<file path="src/rtl/reg_block_queue.sv">
// Bus-mapped staging registers that assemble a block and queue it in a small FIFO
// feeding the hash core, with CTRL (push/flush/clear-error) and STATUS registers.
module reg_block_queue #(
    parameter int DataWidth  = 64,
    parameter int AddrWidth  = 32,
    parameter int BlockWidth = 512,
    parameter int Depth      = 4,
    parameter int ByteAlign  = 1
) (
    input  logic                    clk_i,
    input  logic                    rst_ni,
    input  logic [DataWidth-1:0]    reqdata_i,
    input  logic [AddrWidth-1:0]    reqaddr_i,
    input  logic                    reqvalid_i,
    input  logic                    reqwrite_i,
    input  logic [DataWidth/8-1:0]  reqstrobe_i,
    output logic                    reqready_o,
    input  logic                    rspready_i,
    output logic                    rspvalid_o,
    output logic [DataWidth-1:0]    rspdata_o,
    output logic                    rsperror_o,
    input  logic                    idle_i,
    output logic [BlockWidth-1:0]   block_o,
    output logic                    block_valid_o,
    input  logic                    block_ready_i,
    output logic                    reset_hash_o
);

    localparam int NumRegs  = BlockWidth / DataWidth;
    localparam int StrbW    = DataWidth / 8;
    localparam int AddrStep = (ByteAlign != 0) ? DataWidth / 8 : DataWidth / 32;
    localparam int AddrBits = $clog2(NumRegs * AddrStep);
    localparam int CntW     = $clog2(Depth + 1);
    localparam int PtrW     = (Depth > 1) ? $clog2(Depth) : 1;

    localparam logic [AddrBits:0] CtrlOff   = {1'b1, {AddrBits{1'b0}}};
    localparam logic [AddrBits:0] StatusOff = CtrlOff + (AddrBits + 1)'(AddrStep);

    logic [BlockWidth-1:0] stage_q, stage_d;
    logic [BlockWidth-1:0] mem_q [Depth];
    logic [CntW-1:0]       count_q, count_d;
    logic [PtrW-1:0]       head_q, head_d;
    logic [PtrW-1:0]       tail_q, tail_d;
    logic                  overflow_q, overflow_d;
    logic                  resetHash_q, resetHash_d;

    logic [AddrBits:0]     offset;
    int                    offInt;
    int                    wordIdx;
    logic                  isStage, isCtrl, isStatus;
    logic                  accept, wrAccept, ctrlAct;
    logic                  pushReq, flushReq, clrReq;
    logic                  pushEn, popEn, rejectPush;
    logic                  full, empty;
    logic                  addrErr, statusWrErr;
    logic [DataWidth-1:0]  statusWord;
    logic                  unusedAddrBits;

    function automatic logic [PtrW-1:0] nextPtr(input logic [PtrW-1:0] p);
        return (p == PtrW'(Depth - 1)) ? '0 : p + PtrW'(1);
    endfunction

    assign unusedAddrBits = ^reqaddr_i[AddrWidth-1:AddrBits+1];

    // Address decode; bits above the register window alias back into it.
    always_comb begin
        offset   = reqaddr_i[AddrBits:0];
        offInt   = int'(offset[AddrBits-1:0]);
        wordIdx  = offInt / AddrStep;
        isStage  = !offset[AddrBits] && ((offInt % AddrStep) == 0) && (wordIdx < NumRegs);
        isCtrl   = (offset == CtrlOff);
        isStatus = (offset == StatusOff);
    end

    assign reqready_o    = rst_ni;
    assign accept        = reqvalid_i & reqready_o;
    assign wrAccept      = accept & reqwrite_i;
    assign ctrlAct       = wrAccept & isCtrl & reqstrobe_i[0];
    assign pushReq       = ctrlAct & reqdata_i[0];
    assign flushReq      = ctrlAct & reqdata_i[1];
    assign clrReq        = ctrlAct & reqdata_i[2];

    assign full          = (count_q == CntW'(Depth));
    assign empty         = (count_q == '0);
    assign block_valid_o = !empty;
    assign block_o       = mem_q[head_q];
    assign reset_hash_o  = resetHash_q;

    // Flush wins over everything; a push into a full queue is refused and flagged.
    assign popEn         = block_valid_o & block_ready_i & !flushReq;
    assign pushEn        = pushReq & !full & !flushReq;
    assign rejectPush    = pushReq & full & !flushReq;

    assign addrErr       = accept & !(isStage | isCtrl | isStatus);
    assign statusWrErr   = wrAccept & isStatus;
    assign rsperror_o    = addrErr | statusWrErr | rejectPush;
    assign rspvalid_o    = reqvalid_i & rspready_i;

    always_comb begin
        statusWord         = '0;
        statusWord[CntW-1:0] = count_q;
        statusWord[8]      = empty;
        statusWord[9]      = full;
        statusWord[10]     = overflow_q;
        statusWord[11]     = idle_i;
    end

    // Read data reflects register contents before the current edge.
    always_comb begin
        rspdata_o = '0;
        if (isStage) begin
            rspdata_o = stage_q[wordIdx*DataWidth +: DataWidth];
        end else if (isStatus) begin
            rspdata_o = statusWord;
        end
    end

    always_comb begin
        stage_d = stage_q;
        if (wrAccept && isStage) begin
            for (int b = 0; b < StrbW; b++) begin
                if (reqstrobe_i[b]) begin
                    stage_d[wordIdx*DataWidth + b*8 +: 8] = reqdata_i[b*8 +: 8];
                end
            end
        end
    end

    // Queue bookkeeping: pointers wrap modulo Depth, count tracks push/pop.
    always_comb begin
        count_d     = count_q;
        head_d      = head_q;
        tail_d      = tail_q;
        overflow_d  = overflow_q;
        resetHash_d = flushReq;
        if (flushReq) begin
            count_d = '0;
            head_d  = '0;
            tail_d  = '0;
        end else begin
            if (pushEn) begin
                tail_d = nextPtr(tail_q);
            end
            if (popEn) begin
                head_d = nextPtr(head_q);
            end
            case ({pushEn, popEn})
                2'b10:   count_d = count_q + CntW'(1);
                2'b01:   count_d = count_q - CntW'(1);
                default: count_d = count_q;
            endcase
        end
        if (rejectPush) begin
            overflow_d = 1'b1;
        end else if (clrReq) begin
            overflow_d = 1'b0;
        end
    end

    always_ff @(posedge clk_i or negedge rst_ni) begin
        if (!rst_ni) begin
            stage_q     <= '0;
            count_q     <= '0;
            head_q      <= '0;
            tail_q      <= '0;
            overflow_q  <= 1'b0;
            resetHash_q <= 1'b0;
        end else begin
            stage_q     <= stage_d;
            count_q     <= count_d;
            head_q      <= head_d;
            tail_q      <= tail_d;
            overflow_q  <= overflow_d;
            resetHash_q <= resetHash_d;
        end
    end

    always_ff @(posedge clk_i or negedge rst_ni) begin
        if (!rst_ni) begin
            for (int e = 0; e < Depth; e++) begin
                mem_q[e] <= '0;
            end
        end else if (pushEn) begin
            mem_q[tail_q] <= stage_q;
        end
    end

endmodule

</file>
<file path="config.mk">
export PLATFORM = sky130hd
export DESIGN_NAME = reg_block_queue
export DESIGN_NICKNAME = d
export VERILOG_FILES = /design/src/rtl/reg_block_queue.sv
export SDC_FILE = /design/constraint.sdc
export NUM_CORES = 2
export LEC_CHECK = 0
export BUFFER_PORTS_ARGS = -buffer_cell sky130_fd_sc_hd__buf_2
export CELL_PAD_IN_SITES_DETAIL_PLACEMENT = 1
export CELL_PAD_IN_SITES_GLOBAL_PLACEMENT = 1
export CORE_AREA = 2 2 454 456
export CTS_CLUSTER_DIAMETER = 60
export DETAILED_ROUTE_END_ITERATION = 6
export DIE_AREA = 0 0 456 458
export HOLD_SLACK_MARGIN = 0.03
export MAX_ROUTING_LAYER = met4
export PLACE_DENSITY = 0.91
export SLEW_MARGIN = 0
export SYNTH_ARGS = -nofsm -noshare
export SYNTH_HDL_FRONTEND = slang
export SYNTH_SLANG_ARGS = --single-unit
</file>
<file path="constraint.sdc">
create_clock -name clk_i -period 4.95 [get_ports clk_i]
set_input_delay 0.99 -clock clk_i [delete_from_list [all_inputs] [get_ports clk_i]]
set_output_delay 0.99 -clock clk_i [all_outputs]
set_load 0.005 [all_outputs]
</file>
# Word-level counts from Yosys, hierarchy flattened

Index checks and enable logic that the tools add are counted.

Memories: 0
Input port bits: 111
Memory bits (read-only): 0
Word-level logic and storage cells: 135
Bits in registers: 2,569
RAM bits: 0
Latch bits: 0
Output and inout bits: 581

Shift operators: 17
Bitwise logic cells: 22
Div/mod/pow operators: 0
Add/subtract/negate cells: 19
Reductions and logical operators: 15
Muxes and demuxes: 41
Order comparisons: 4
$mul: 0
Equal/unequal tests: 7

Operators with widths:

| kind                     | count |
|---|---|
| $mux 512                 | 18 |
| $bwmux 512               | 8 |
| $shift 8x33->512 const A | 8 |
| $shiftx 8x33->512        | 8 |
| $bwmux 2048              | 1 |
| $bmux 512 s2             | 1 |
| $demux 512 s2            | 1 |
| $shiftx 512x10->64       | 1 |
| $neg 10->33              | 7 |
| $mux 64                  | 1 |
| $add 9x6->10 const B     | 4 |
| $neg 9->33               | 1 |
| $logic_not 32->1         | 1 |
| $add 9x5->10 const B     | 2 |
| $and 1x1->1              | 16 |
| $eq 7x7->1 const B       | 2 |
| $mux 12                  | 1 |
| $mux 2                   | 6 |
| $add 9x4->10 const B     | 1 |
| $eq 2x2->1 const B       | 3 |
| $ge 3x3->1 const B       | 2 |
| $not 2->3                | 2 |
| $pmux 3 s2               | 1 |
| $reduce_bool 2->1        | 3 |
| other kinds (14)         | 26 |

# Logic depth before layout (Yosys ltp)

Depth in word-level cells: 25
Depth in mapped cells: 10

# Worst setup path after synthesis

OpenSTA, ideal clock, no wires.

Kind: input to output
Start: input reqaddr_i[3]
End: output rspdata_o[12]
Cell stages on the path: 6
Path slack: 1.384 ns
Data required time: 3.960 ns
Buffers on the path: 3
Data arrival time: 2.576 ns
Cell sequence: clkbuf_1 buf_1 buf_2 mux4_2 nand2_1 a21oi_1

Cells in the longest elaborated chain, start to end: 3
Elaborated cells between the ends (all ways): 4

RTL lines:

| what                                                                       | line | RTL |
|---|---|---|
| start, declared                                                            | 13   | `input logic [AddrWidth-1:0] reqaddr_i,` |
| parallel branches: the longest is 2 deep, another holds $shiftx 512x10->64 | -    |  |
| $mux 64 (*)                                                                | 111  | `if (isStage) begin` |
| end, declared                                                              | 20   | `output logic [DataWidth-1:0] rspdata_o,` |

Every way passes the cells marked *.

# Worst setup path after layout

Start: input rst_ni
End: register stage_q[164]

Cells in the longest elaborated chain, start to end: 3

RTL lines:

| what                 | line | RTL |
|---|---|---|
| start, declared      | 11   | `input logic rst_ni,` |
| $and 1x1->1          | 76   | `assign accept = reqvalid_i & reqready_o;` |
| $and 1x1->1          | 77   | `assign wrAccept = accept & reqwrite_i;` |
| $logic_and 1x1->1    | 120  | `if (wrAccept && isStage) begin` |
| end signal, assigned | 169  | `stage_q <= stage_d;` |
| end, declared        | 39   | `logic [BlockWidth-1:0] stage_q, stage_d;` |

No other way between the ends.
A chain may end at the register's enable or synchronous reset.

==> out/results.ini <==
[setup_path]
path_max_fanout=50
start_kind=input pin
critical_path_class=input pin to register
worst_ep_required_time_ps=5680
arrival_ps=5280
worstSetupEndpointType=register
r2r_slack_ps=1870

[clock_tree]
clk_latency_ps=990
clk_pin_slew_ps=70
htree_levels=5
ctsLongestPathBuffers=4
root_buffer=clkbuf_16
cts_tree=yes
cts_sinks=2569
cts_made_buffers=284

[synthesis]
synth.avg_cell_area_um2=15.2
seq_area_frac_synth_pct=57.7
ys_ff_latch=2569
synth_edf_count=0
yosys.area.top_type=dfrtp_1
synthDistinctLibCells=41
syn-num-nets=7467
synthTopCellsByArea=dfrtp_1 (58%), mux2_2 (21%), mux4_2 (13%), nand2_1 (2.7%), o21ai_0 (2.1%)
ys_async_sr_fraction_pct=100
synth_top_area_share_pct=57.7
syn_area_um2=111000
postSynthCellCount=7344
ys_warn_count=0
synth_flop_cell=dfrtp_1

[grt]
first_global_vias=85252
gr-total-overflow=0
grt_max_degree=224
grtUsageTotal_pct=42.6
antenna_found_initial=51
grt_pass1_wl_um=629000

[detailed_routing]
drt_first_pass_iters=5
wl_per_cell_um=39.9
ant_nets=0
via_count=76761
vias_per_cell=7.04
routed_wl_um=435000
drc=0
initialDrtViolationCount=8698

[timing]
max_slew_margin_pct=13.3
drv_slew=0
max_freq_ghz=0.220
post-route-period-util_pct=91.9
setup_viol=0
timing.final.ws_setup_ps=401
layout_min_cycle_time_ps=4550
worst_pin_slew_ps=1300
clock_skew_ps=78.7
tns_ps=0
hold_violations=0
hold_slack_ps=349
rsz0062_at_grt=false

[pwr]
power.leakage_uw=0.0632
power_frac_comb_pct=11.2
irDropWorstVdd_mv=0.377
p_int_uw=35200
p_per_area_nw_per_um2=377
p_switching_uw=12800
p_seq_share_pct=44.3
clockPowerShare_pct=44.5
switching_share_pct=26.6

[finish]
nFillCells=18039
final_layout_size_suffix_gt1_share_pct=49.1
utilization_pct=62.6
nets=8093
layout.area.seq_um2=64300
syn2layout_area_growth_pct=14.4
multi_input_area_um2=45000

[placed_design]
gp_congestion=0.855
post-place-ws_ps=564
io_buffer_count=666
hpwl_um=246000

[run]
drv_cap=0

[die]
rows=166
core_area_um2=204000
start_util_pct=54.7
die_width_um=456
die-height_um=458
die_area_um2=209000
io_pins=692

[min_path]
hold_class=input pin to register

[status]
run_status=complete, no violations

[synth_stat cells (4+ instances only)]
library cell / instances
buf_1: 104
nor2_1: 14
inv_1: 6
nand2b_1: 5
mux2_2: 2097
nor3_1: 7
and2_1: 24
dfrtp_1: 2569
o31ai_1: 9
nand2_2: 4
mux2i_1: 7
o21ai_0: 472
and3_1: 5
mux4_2: 640
a21oi_1: 65
nor2b_1: 5
nand2_1: 812
buf_2: 236
nand3_1: 62
ha_1: 11
clkbuf_1: 162
[critical path, cell delays in order]
cell           delay, ps
dlygate4sd3_1        670
buf_12               270
and3_1               280
and2_4               720
buf_4                380
nand3_1              750
o21ai_0             1100
[layer usage]
layer / vias up / GRT usage (%) / part of all wire [%]
met3: 2173 / 9.86 / 9.0
met5: - / - / 0
met4: 0 / 32.4 / 9.6
li1: 28232 / - / -
met1: 40830 / 47.7 / 33
met2: 5526 / 66.8 / 48
[timing repair]
action	in CTS	in global routing
endpoints found under the hold margin	17	0
buffers inserted	0	0
hold buffers	1	0
resized for setup	0	0
[cells in the final DEF, fill, tap and decap left out, types with 2 or more instances in the layout]
| cell type | Yosys | final |
|---|---|---|
| nor3b_1 | 2 | 2 |
| or3_1 | 2 | 2 |
| clkbuf_16 | 0 | 290 |
| ha_1 | 11 | 11 |
| buf_4 | 1 | 99 |
| nor2_4 | 0 | 4 |
| mux2_2 | 2097 | 2097 |
| nor3_1 | 7 | 7 |
| nand2_1 | 812 | 812 |
| buf_12 | 0 | 79 |
| mux4_2 | 640 | 640 |
| diode_2 | 0 | 59 |
| inv_8 | 0 | 2 |
| nor2_1 | 14 | 10 |
| o22ai_1 | 3 | 3 |
| nand2b_1 | 5 | 4 |
| clkbuf_8 | 0 | 62 |
| clkinv_2 | 0 | 34 |
| nand4_1 | 3 | 3 |
| dfrtp_4 | 0 | 2 |
| a22o_1 | 2 | 2 |
| a31oi_1 | 2 | 2 |
| and3_1 | 5 | 5 |
| inv_6 | 0 | 4 |
| nand2_8 | 0 | 4 |
| nand3_1 | 62 | 62 |
| clkinv_4 | 0 | 2 |
| and2_1 | 24 | 23 |
| clkinvlp_4 | 0 | 4 |
| o31ai_1 | 9 | 9 |
| bufinv_16 | 0 | 9 |
| nor2b_2 | 0 | 4 |
| mux2i_1 | 7 | 7 |
| buf_2 | 236 | 662 |
| o21ai_0 | 472 | 472 |
| dfrtp_1 | 2569 | 2567 |
| inv_1 | 6 | 5 |
| clkbuf_1 | 162 | 69 |
| a21oi_1 | 65 | 65 |
[stage by stage]
step                total power [uW]  instance area [um^2]  instances
floorplan                      24900                111000       7344
global placement               26900                118000      10371
detailed placement             27000                118000      10371
CTS                            48000                127000      10848
global route                   49100                127000      10898
finish                         48000                127000      10907
[path summary, 6_finish.rpt]
check	from	end	depth (start not counted)
max reg2reg	count_q[0]	mem_q[1655]	5
max in group asynchronous	rst_ni	mem_q[1961]	5
min reg2reg	mem_q[495]	mem_q[495]	1
max	rst_ni	stage_q[164]	7
min	reqdata_i[42]	stage_q[298]	3
min in group asynchronous	rst_ni	mem_q[1606]	2
[logic make-up after synthesis]
family / count (synthesis) / synth area share, %
AO/OA/AOI/OAI: 556 / 2.54
AND/OR/NAND/NOR: 953 / 3.45
XOR/XNOR: 1 / 0.00786
flip-flops: 2569 / 57.7
buffers and inverters: 509 / 1.98
adder cells (fa/ha/maj): 12 / 0.141
multiplexers: 2744 / 34.2
[registers in the layout, summed over array words and instances (netlist names)]
register	flops
mem_q	2048
overflow_q	1
tail_q	2
head_q	2
stage_q	512
count_q	3
reset_hash_o	1
[cell type report]
cell class	instances	share of cell area (%)
Antenna cell	59	0.116
Clock buffer	420	6.55
Clock inverter	56	0.441
Inverter	6	0.0196
Multi-Input combinational cell	4266	35.3
Sequential cell	2569	50.4
Tap cell	2688	2.64
Timing Repair Buffer	843	4.45
[power by group through the flow]
stage	clock (uW)	sequential (uW)	combinational, uW
floorplan	0	21500	3470
global placement	0	21700	5220
detailed placement	0	21700	5330
CTS	21300	21300	5390
global route	22100	21300	5650
finish	21400	21300	5380
(Power assumes the default switching activity.)
